$ cat src/rtl/mac_sequencer.sv
// Sequences one TAPS-length dot product per start edge as a primary pass plus a
// check pass; mismatching passes trigger a full rerun, up to MAX_RETRY times.
module mac_sequencer #(
  parameter int TAPS      = 8,
  parameter int ADDR_W    = 3,
  parameter int ACC_W     = 16,
  parameter int MAC_LAT   = 2,
  parameter int MAX_RETRY = 1
) (
  input  logic                clk,
  input  logic                rst,
  input  logic                start,
  input  logic [1:0]          c_select,
  input  logic [ACC_W-1:0]    acc_in,
  output logic [2+ADDR_W-1:0] coef_addr,
  output logic [ADDR_W-1:0]   data_addr,
  output logic                mac_clr,
  output logic                mac_en,
  output logic                busy,
  output logic [ACC_W-1:0]    res,
  output logic                res_valid,
  output logic                err,
  output logic [7:0]          led,
  output logic [2:0]          dbg_state
);

  localparam int CNT_W = (MAC_LAT > 1) ? $clog2(MAC_LAT) : 1;
  localparam int RT_W  = (MAX_RETRY > 0) ? $clog2(MAX_RETRY + 1) : 1;

  typedef enum logic [2:0] {
    S_IDLE    = 3'd0,
    S_CLR     = 3'd1,
    S_RUN     = 3'd2,
    S_DRAIN   = 3'd3,
    S_CAPTURE = 3'd4,
    S_DONE    = 3'd5
  } state_t;

  state_t              r_state;
  state_t              w_next;
  logic                r_start_q;
  logic [1:0]          r_bank;
  logic [ADDR_W-1:0]   r_tap;
  logic [CNT_W-1:0]    r_cnt;
  logic                r_pass;
  logic [RT_W-1:0]     r_retry;
  logic [ACC_W-1:0]    r_shadow;
  logic [ACC_W-1:0]    r_res;
  logic                r_err;
  logic [7:0]          r_led;
  logic                w_start_edge;
  logic                w_last_tap;
  logic                w_drain_end;
  logic                w_match;
  logic                w_can_retry;

  assign w_start_edge = start & ~r_start_q;
  assign w_last_tap   = (r_tap == ADDR_W'(TAPS - 1));
  assign w_drain_end  = (r_cnt == CNT_W'(MAC_LAT - 1));
  assign w_match      = (acc_in == r_shadow);
  assign w_can_retry  = (r_retry < RT_W'(MAX_RETRY));

  always_ff @(posedge clk or posedge rst) begin
    if (rst) r_state <= S_IDLE;
    else     r_state <= w_next;
  end

  always_comb begin
    w_next = r_state;
    case (r_state)
      S_IDLE:    if (w_start_edge) w_next = S_CLR;
      S_CLR:     w_next = S_RUN;
      S_RUN:     if (w_last_tap) w_next = S_DRAIN;
      S_DRAIN:   if (w_drain_end) w_next = S_CAPTURE;
      S_CAPTURE: begin
        if (!r_pass)          w_next = S_CLR;
        else if (w_match)     w_next = S_DONE;
        else if (w_can_retry) w_next = S_CLR;
        else                  w_next = S_DONE;
      end
      S_DONE:    w_next = S_IDLE;
      default:   w_next = S_IDLE;
    endcase
  end

  always_ff @(posedge clk or posedge rst) begin
    if (rst) begin
      r_start_q <= 1'b0;
      r_bank    <= '0;
      r_tap     <= '0;
      r_cnt     <= '0;
      r_pass    <= 1'b0;
      r_retry   <= '0;
      r_shadow  <= '0;
      r_res     <= '0;
      r_err     <= 1'b0;
      r_led     <= '0;
    end else begin
      r_start_q <= start;
      case (r_state)
        S_IDLE: if (w_start_edge) begin
          // Bank is frozen here so mid-job select changes cannot split a job.
          r_bank  <= c_select;
          r_err   <= 1'b0;
          r_pass  <= 1'b0;
          r_retry <= '0;
        end
        S_CLR: begin
          r_tap <= '0;
          r_cnt <= '0;
        end
        S_RUN:   r_tap <= w_last_tap ? '0 : r_tap + ADDR_W'(1);
        S_DRAIN: r_cnt <= r_cnt + CNT_W'(1);
        S_CAPTURE: begin
          if (!r_pass) begin
            r_shadow <= acc_in;
            r_pass   <= 1'b1;
          end else if (w_match) begin
            r_res <= acc_in;
          end else if (w_can_retry) begin
            r_retry <= r_retry + RT_W'(1);
            r_pass  <= 1'b0;
          end else begin
            r_res <= acc_in;
            r_err <= 1'b1;
          end
        end
        S_DONE:  r_led <= r_err ? 8'hFF : r_res[7:0];
        default: ;
      endcase
    end
  end

  assign coef_addr = {r_bank, r_tap};
  assign data_addr = r_tap;
  assign mac_clr   = (r_state == S_CLR);
  assign mac_en    = (r_state == S_RUN);
  assign busy      = (r_state != S_IDLE);
  assign res_valid = (r_state == S_DONE);
  assign res       = r_res;
  assign err       = r_err;
  assign led       = r_led;
  assign dbg_state = r_state;

endmodule

$ cat config.mk
export PLATFORM = sky130hd
export DESIGN_NAME = mac_sequencer
export DESIGN_NICKNAME = d
export VERILOG_FILES = /design/src/rtl/mac_sequencer.sv
export SDC_FILE = /design/constraint.sdc
export NUM_CORES = 1
export LEC_CHECK = 0
export CORE_MARGIN = 2
export CORE_UTILIZATION = 25
export CTS_CLUSTER_DIAMETER = 80
export DETAILED_ROUTE_END_ITERATION = 16
export HOLD_SLACK_MARGIN = 0.02
export PLACE_DENSITY = 0.58
export SYNTH_ARGS = -nofsm -noshare
export SYNTH_HDL_FRONTEND = slang
export SYNTH_SLANG_ARGS = --single-unit
$ cat constraint.sdc
create_clock -name clk -period 1.9 [get_ports clk]
set_input_delay 0.285 -clock clk [delete_from_list [all_inputs] [get_ports clk]]
set_output_delay 0.285 -clock clk [all_outputs]
set_load 0.01 [all_outputs]
* Word level (Yosys, flattened, before mapping) *
Cells that the tools add are included.

storage, ports and cells
  flip-flop bits (word level) = 53
  input port bits = 21
  output and inout port bits = 40
  logic and storage cells = 71

operators by class
  add/sub/neg operators = 3
  magnitude comparators = 1
  equality and inequality tests = 15
  multiplexer cells = 26
  bitwise logic cells = 3
  reductions and logical operators = 12

operators by type and width
  kind                                                                     count
  16-bit two-way mux                                                       2
  3-bit two-way mux                                                        7
  16-bit equality test                                                     1
  3-bit case mux with 5 select lines                                       1
  2-bit inequality test, second input constant                             7
  1-bit two-way mux                                                        10
  5-bit AND reduction                                                      2
  3-bit equality test, second input constant                               3
  8-bit two-way mux                                                        1
  1-bit case mux with 2 select lines                                       4
  3-bit by 2-bit equality test with 1-bit output, second input constant    2
  3-bit case mux with 2 select lines                                       1
  2-bit AND reduction                                                      3
  3-bit AND reduction                                                      2
  2-bit nonzero test                                                       3
  3-bit by 1-bit adder with 3-bit output, second input constant            1
  3-bit by 1-bit equality test with 1-bit output, second input constant    1
  3-bit logical NOT                                                        1
  3-bit nonzero test                                                       1
  1-bit adder, second input constant                                       2
  2-bit by 1-bit inequality test with 1-bit output, second input constant  1
  1-bit inverter                                                           2
  1-bit bitwise AND                                                        1
  1-bit < comparator, second input constant                                1

* Longest topological paths before layout *
  depth after elaboration = 5
  depth in mapped cells = 7
  gate-level depth less buffers = 5

* Worst setup path after synthesis *
No wires, ideal clock.

  kind = register to register
  start point = reg r_state[0], in the netlist dbg_state[0]
  end point = reg r_shadow[0]
  library setup time = 0.128 ns
  data arrival time = 1.820 ns
  required time = 1.772 ns
  path slack = -0.048 ns
  stages on the path, launching flop included = 7
  path buffers = 2
  period minus slack after synthesis = 1.948 ns
  path through = dfrtp_1 buf_2 nor2_1 nand2_1 nor2_1 buf_4 mux2_1

on the way
  longest elaborated chain between the ends = 2

RTL lines
  element                               line  text
  start, declared                       39    state_t r_state;
  start signal, assigned                65    else r_state <= w_next;
  3-bit equality test                   100   case (r_state)
  2-bit AND reduction (no source line)  -
  end signal, assigned                  116   r_shadow <= acc_in;
  end, declared                         47    logic [ACC_W-1:0] r_shadow;

No other way between the ends.
A chain may end at the register's enable or synchronous reset.

* Worst setup path in the final report *
  start point = in acc_in[12]
  end point = reg r_res[10], in the netlist res[10]

on the way
  longest elaborated chain between the ends = 3
  elaborated cells on any way between the ends = 4
  those cells by class = eq/ne (2); mux (1); reduce/logical (1)

RTL lines
  element                                 line  text
  start, declared                         14    input logic [ACC_W-1:0] acc_in,
  16-bit equality test (*)                60    assign w_match = (acc_in == r_shadow);
  2-bit inequality test (no source line)  -
  3-bit AND reduction (no source line)    -
  end signal, assigned                    119   r_res <= acc_in;
  end signal, assigned                    124   r_res <= acc_in;
  end, declared                           48    logic [ACC_W-1:0] r_res;

Mark *: on every way between the ends. The rest lies on a longest branch, timed or not.

==> flow_summary.json <==
{
  "place_inst": 364,
  "total_power_mw": 3.72,
  "first_pass_iters": 4,
  "cp_top_family": "buffers and inverters",
  "drt-total-wl_mm": 5.15,
  "diodes": 0,
  "cts-buffers-inserted": 5,
  "p_sw_mw": 1.20,
  "grt_max_degree": 20,
  "dp_hpwl_mm": 3.90,
  "place_area_um2": 3160,
  "peakVddDrop_v": 0.000339,
  "syn-num-nets": 204,
  "die_h_um": 100,
  "violations": "negative setup slack",
  "core_um2": 9110,
  "syn_avg_cell_area_um2": 12.8,
  "critPathMaxStageDelay_ns": 0.46,
  "critical_path_peak_fanout": 8,
  "crit_path_start_kind": "input port",
  "final_util": 0.366,
  "cts_tree": "yes",
  "vias_per_cell": 4.27,
  "io_pins": 61,
  "crit_path_end_kind": "flop",
  "grt_pass1_vias": 1643,
  "path_buf_inv": 2,
  "drt_iter0_markers": 53,
  "ys_ff_latch": 53,
  "ant_nets": 0,
  "hold_violations": 0,
  "portBuffers": 60,
  "grt_use_total": 0.106,
  "slew_viol_final": 0,
  "overflow": 0,
  "hold_path.class": "input port to async pin",
  "power_density_nw_per_um2": 1110,
  "switching_share": 0.322,
  "final_nets": 288,
  "seq_power_share": 0.450,
  "cts-root-buf": "clkbuf_8",
  "critPathSlowestCell": "clkdlybuf4s50_1",
  "path_cells": "clkdlybuf4s50_1 > xor2_1 > nor4_2 > a41oi_2 > nor2_4 > buf_6 > mux2_1",
  "holdBufCountCts": 0,
  "gp_congestion": 0.698,
  "antenna_found_initial": 0,
  "drc": 0,
  "max_slew_margin": 0.712,
  "die-area_um2": 10000,
  "fmax_mhz": 525,
  "row_count": 35,
  "fp.dieW_um": 100,
  "cts_max_level": 2,
  "combPwrFrac": 0.376,
  "route.detailed.wl_per_inst_um": 13.7,
  "yosys_warnings": 0,
  "layout.cells.non_filler": 377,
  "fin_ws_ns": -0.00399,
  "maxCapViolations": 0,
  "rsz0062_at_grt": "yes",
  "required_ns": 2.09,
  "tightestPinTransition_ns": 0.431,
  "period_share": 1.00,
  "area_delta_synth_final_pct": 44.5,
  "start_util": 0.254,
  "synth_cells": 181,
  "clkPwrFrac": 0.174,
  "leakage_nw": 1.43,
  "outcome": "complete, but fails checks",
  "drive_gt1_frac": 0.218,
  "insertion_delay_ns": 0.31,
  "yosysUniqueCellTypes": 29,
  "fin_skew_ns": 0.0108,
  "finalInstanceArea_um2": 3340,
  "critPathKind": "input port to flop",
  "whs_ns": 0.286,
  "cts_sinks": 53,
  "syn_area_um2": 2310,
  "worstPathArrival_ns": 2.10,
  "p_int_mw": 2.52,
  "vias": 1611,
  "synth_sequential_area_ratio": 0.574,
  "grt_pass1_wl_mm": 8.34,
  "clock_path_buffers": 2,
  "finalSetupViolCount": 3,
  "clkSlewWorstSetupHoldPaths_ns": 0.10,
  "fin_crit_ns": 1.90
}
==> cell usage in the layout, fill, tap and decap left out, drive strengths merged <==
cell	instances
nand3b	3
ha	2
nand4	1
dlymetal6s2s	1
clkdlybuf4s50	54
nand2	11
xor2	16
a41oi	1
clkbuf	5
dlygate4sd2	5
and3	2
a22o	4
o21ai	14
nand3	1
nor2b	2
nor2	16
inv	2
nand2b	2
clkinvlp	3
o21a	1
mux2	34
nor4	4
buf	26
nor3	1
or3	1
dfrtp	53
a21boi	1
==> logic make-up after synthesis <==
| kind of cell | Yosys count | synth area share |
|---|---|---|
| fa+ha+maj | 2 | 0.0108 |
| mux | 34 | 0.166 |
| xor+xnor | 16 | 0.0607 |
| flops | 53 | 0.574 |
| compound gates | 21 | 0.0558 |
| simple gates | 44 | 0.105 |
| buf+inv | 11 | 0.0282 |
==> synthesized netlist by cell type <==
library cell  count  share of area
nand2b_1          2         0.0054
o21ai_0          13          0.028
mux2_1           26           0.13
nand4_1           1         0.0027
nand2_1          11          0.018
nand3_1           1         0.0022
and3_1            2         0.0054
nor2_1           15          0.024
clkbuf_1          2         0.0033
buf_2             1         0.0022
dfrtp_1          53           0.57
nor2_4            1         0.0049
or3_1             1         0.0027
buf_6             1         0.0049
nor2b_1           2         0.0054
buf_1             1         0.0016
xor2_1           16          0.061
nor3_1            1         0.0022
ha_1              2          0.011
a22o_1            4          0.015
a41oi_1           1         0.0038
mux2_2            8          0.039
o21a_1            1         0.0033
nand3b_1          3         0.0098
buf_4             4          0.013
inv_1             2         0.0033
o21ai_1           1         0.0022
nor4_2            4          0.022
a21boi_1          1         0.0033
==> routing by layer <==
metal / vias up / track usage / share of wire
li1: 794 / - / -
met1: 780 / 0.142 / 0.47
met2: 33 / 0.171 / 0.47
met3: 4 / 0.0279 / 0.043
met4: 0 / 0.0253 / 0.0085
met5: - / 0 / 0
==> power by group through the flow <==
stage	sequential (mW)	clock, mW	combinational (mW)
6_report	1.67	0.649	1.40
2_1_floorplan	1.70	0	0.640
5_1_grt	1.72	0.721	1.53
3_5_place_dp	1.71	0	1.32
4_1_cts	1.69	0.681	1.39
3_3_place_gp	1.70	0	1.29
==> through the flow <==
step           worst slack [ns]  setup TNS, ns
2_1_floorplan           0.00395              0
3_3_place_gp             -0.486          -8.06
3_5_place_dp             -0.501          -8.08
6_report               -0.00399       -0.00762
5_1_grt                 -0.0962          -1.33
4_1_cts                 0.00455              0
==> final timing paths <==
kind | from | endpoint | slack (ns) | depth (start not counted)
setup / recovery | acc_in[12] | res[10] | -0.004 | 7
hold / removal | rst | led[1] | 0.29 | 2
setup reg to reg | r_shadow[6] | res[10] | 0.03 | 6
hold reg to reg | led[0] | led[0] | 0.49 | 2
max in group asynchronous | rst | dbg_state[1] | 1.10 | 3
min in group clk | acc_in[9] | res[9] | 0.40 | 2
==> final cells by class <==
class / instances / area [um^2]
Inverter: 2 / 7.51
Clock inverter: 3 / 22.5
Tap cell: 111 / 139
Sequential cell: 53 / 1330
Timing Repair Buffer: 86 / 825
Fill cell: 900 / 5770
Clock buffer: 5 / 68.8
Multi-Input combinational cell: 117 / 946
==> sequential cells by signal, indices dropped and copies added (netlist names) <==
register	cells
data_addr	3
r_shadow	16
r_start_q	1
r_retry	1
res	16
r_cnt	1
r_bank	2
r_pass	1
err	1
led	8
dbg_state	3
==> timing repair <==
item                       4_1_cts  5_1_grt
hold endpoints to repair         0        0
gates resized for setup         12        5
setup endpoints to repair       20       18
buffers inserted                 4        1
pin swaps                        5        1
gates cloned                     0        0
Note: power is estimated with default switching activity, not from simulation.
==> RTL change: new RTL, same flow settings <==
The parameter `ACC_W` goes from 16 to 20.
--- a/src/rtl/mac_sequencer.sv
+++ b/src/rtl/mac_sequencer.sv
@@ -4,5 +4,5 @@
   parameter int TAPS      = 8,
   parameter int ADDR_W    = 3,
-  parameter int ACC_W     = 16,
+  parameter int ACC_W     = 20,
   parameter int MAC_LAT   = 2,
   parameter int MAX_RETRY = 1
Ports: changed (resized acc_in and res); port bits go from 61 to 69. No check against the original RTL was run, so the function may have changed too.
==> RTL change against the original RTL <==
  * Sequential cell count increased by 8
  * Synthesized cell count rose by 81%
  * Critical path depth decreased by 4
  * Design area rose by 41%
  * Register-to-register slack better by 0.15 ns
  * Wire length is 71% higher
  * Setup slack improved by 0.072 ns
  * Synthesized area is 44% higher
  * Power rose by 26%
==> RTL change: results <==
[outcome]
status = completed

[clock_tree]
clock_latency_ns = 0.34
cts_max_level = 3
cts_made_buffers = 9
clk_pin_slew_worst_paths_ns = 0.05
post_cts_buffers = 2

[synth]
netlist_top_cells_area = dfrtp_1 (46%), mux2_2 (7.4%), xnor2_1 (5.3%)
seq_area_frac_synth_pct = 45.90
syn-num-nets = 355

[route]
num_vias = 2830
drt-initial-drc-count = 163
met3_length_um = 439
met1_length_mm = 3.990
drt-total-wl_mm = 8.802
wl_met2_mm = 4.229

[placed_design]
gp_congestion = 0.6850
io_buffers = 68
dpl.hpwl_mm = 5.942

[timing]
fin_worst_skew_ns = 0.007360
worstMarginPinSlew_ns = 0.6453

[pwr]
power_leakage_nw = 2.365
peakVddDrop_mv = 0.4206
p_int_w = 0.003435

[global_route]
grt_first_pass_wirelength_mm = 14.32
grt_util_all_layers_pct = 12.79
met3_usage_pct = 4.454
grt_max_degree = 62

[final_layout]
fin_nets = 441
drive_above_1_share_pct = 20.53
fillers = 1340

[critical_path]
cp_max_fo = 4
cp.arrival_ns = 1.55
cpPeakStageDelay_ns = 0.52
## RTL change: cell types whose count changed after synthesis, moves of 17 or more
cell      delta
inv_1       +19
mux2_1      -26
nand3_1     +21
nand4_1     +24
o311a_1     +17
o311ai_1    +17
xnor2_1     +20
## RTL change: area by class of cell
class	instances	area (um2)	share of cell area, %
Clock buffer	12	256.5	5.451
Clock inverter	4	70.07	1.489
Inverter	21	78.83	1.675
Multi-Input combinational cell	215	1534	32.60
Sequential cell	61	1530	32.52
Tap cell	176	220.2	4.680
Timing Repair Buffer	106	1016	21.59
## RTL change: worst paths after layout
kind	startpoint	end	slack [ns]
max in group asynchronous	rst	dbg_state[2]	1.25
min in group clk	start	r_start_q	0.42
hold / removal	rst	data_addr[2]	0.31
hold reg to reg	led[2]	led[2]	0.48
setup reg to reg	dbg_state[1]	res[12]	0.18
setup / recovery	dbg_state[1]	res_valid	0.07
## RTL change: metrics by stage
step | total power (W) | std cells | hold WS (ns) | setup WS, ns | util [%]
after floorplan | 0.002353 | 328 | 0.3164 | 0.1020 | -
after global placement | 0.002847 | 575 | 0.4678 | -0.1120 | 33.05
after detailed placement | 0.002888 | 575 | 0.4786 | -0.1858 | 33.05
after CTS | 0.004743 | 593 | 0.3572 | 0.02429 | 35.68
after global routing | 0.004920 | 595 | 0.3772 | 0.005047 | 35.82
final | 0.004673 | 595 | 0.3132 | 0.06758 | 35.82
## RTL change: worst register-to-register path, delay by kind of cell (launching register included)
family	cells	cell delay (ns)
AND/OR/NAND/NOR	3	0.79
flip-flops	1	0.42
AO/OA/AOI/OAI	2	0.24
buffers and inverters	1	0.15
## RTL change: kinds of logic after synthesis
kind of cell	share of synthesized area [%]
compound gates	14.67
xor+xnor	5.267
fa+ha+maj	0.7523
buf+inv	8.202
flops	45.90
mux	7.449
simple gates	17.76
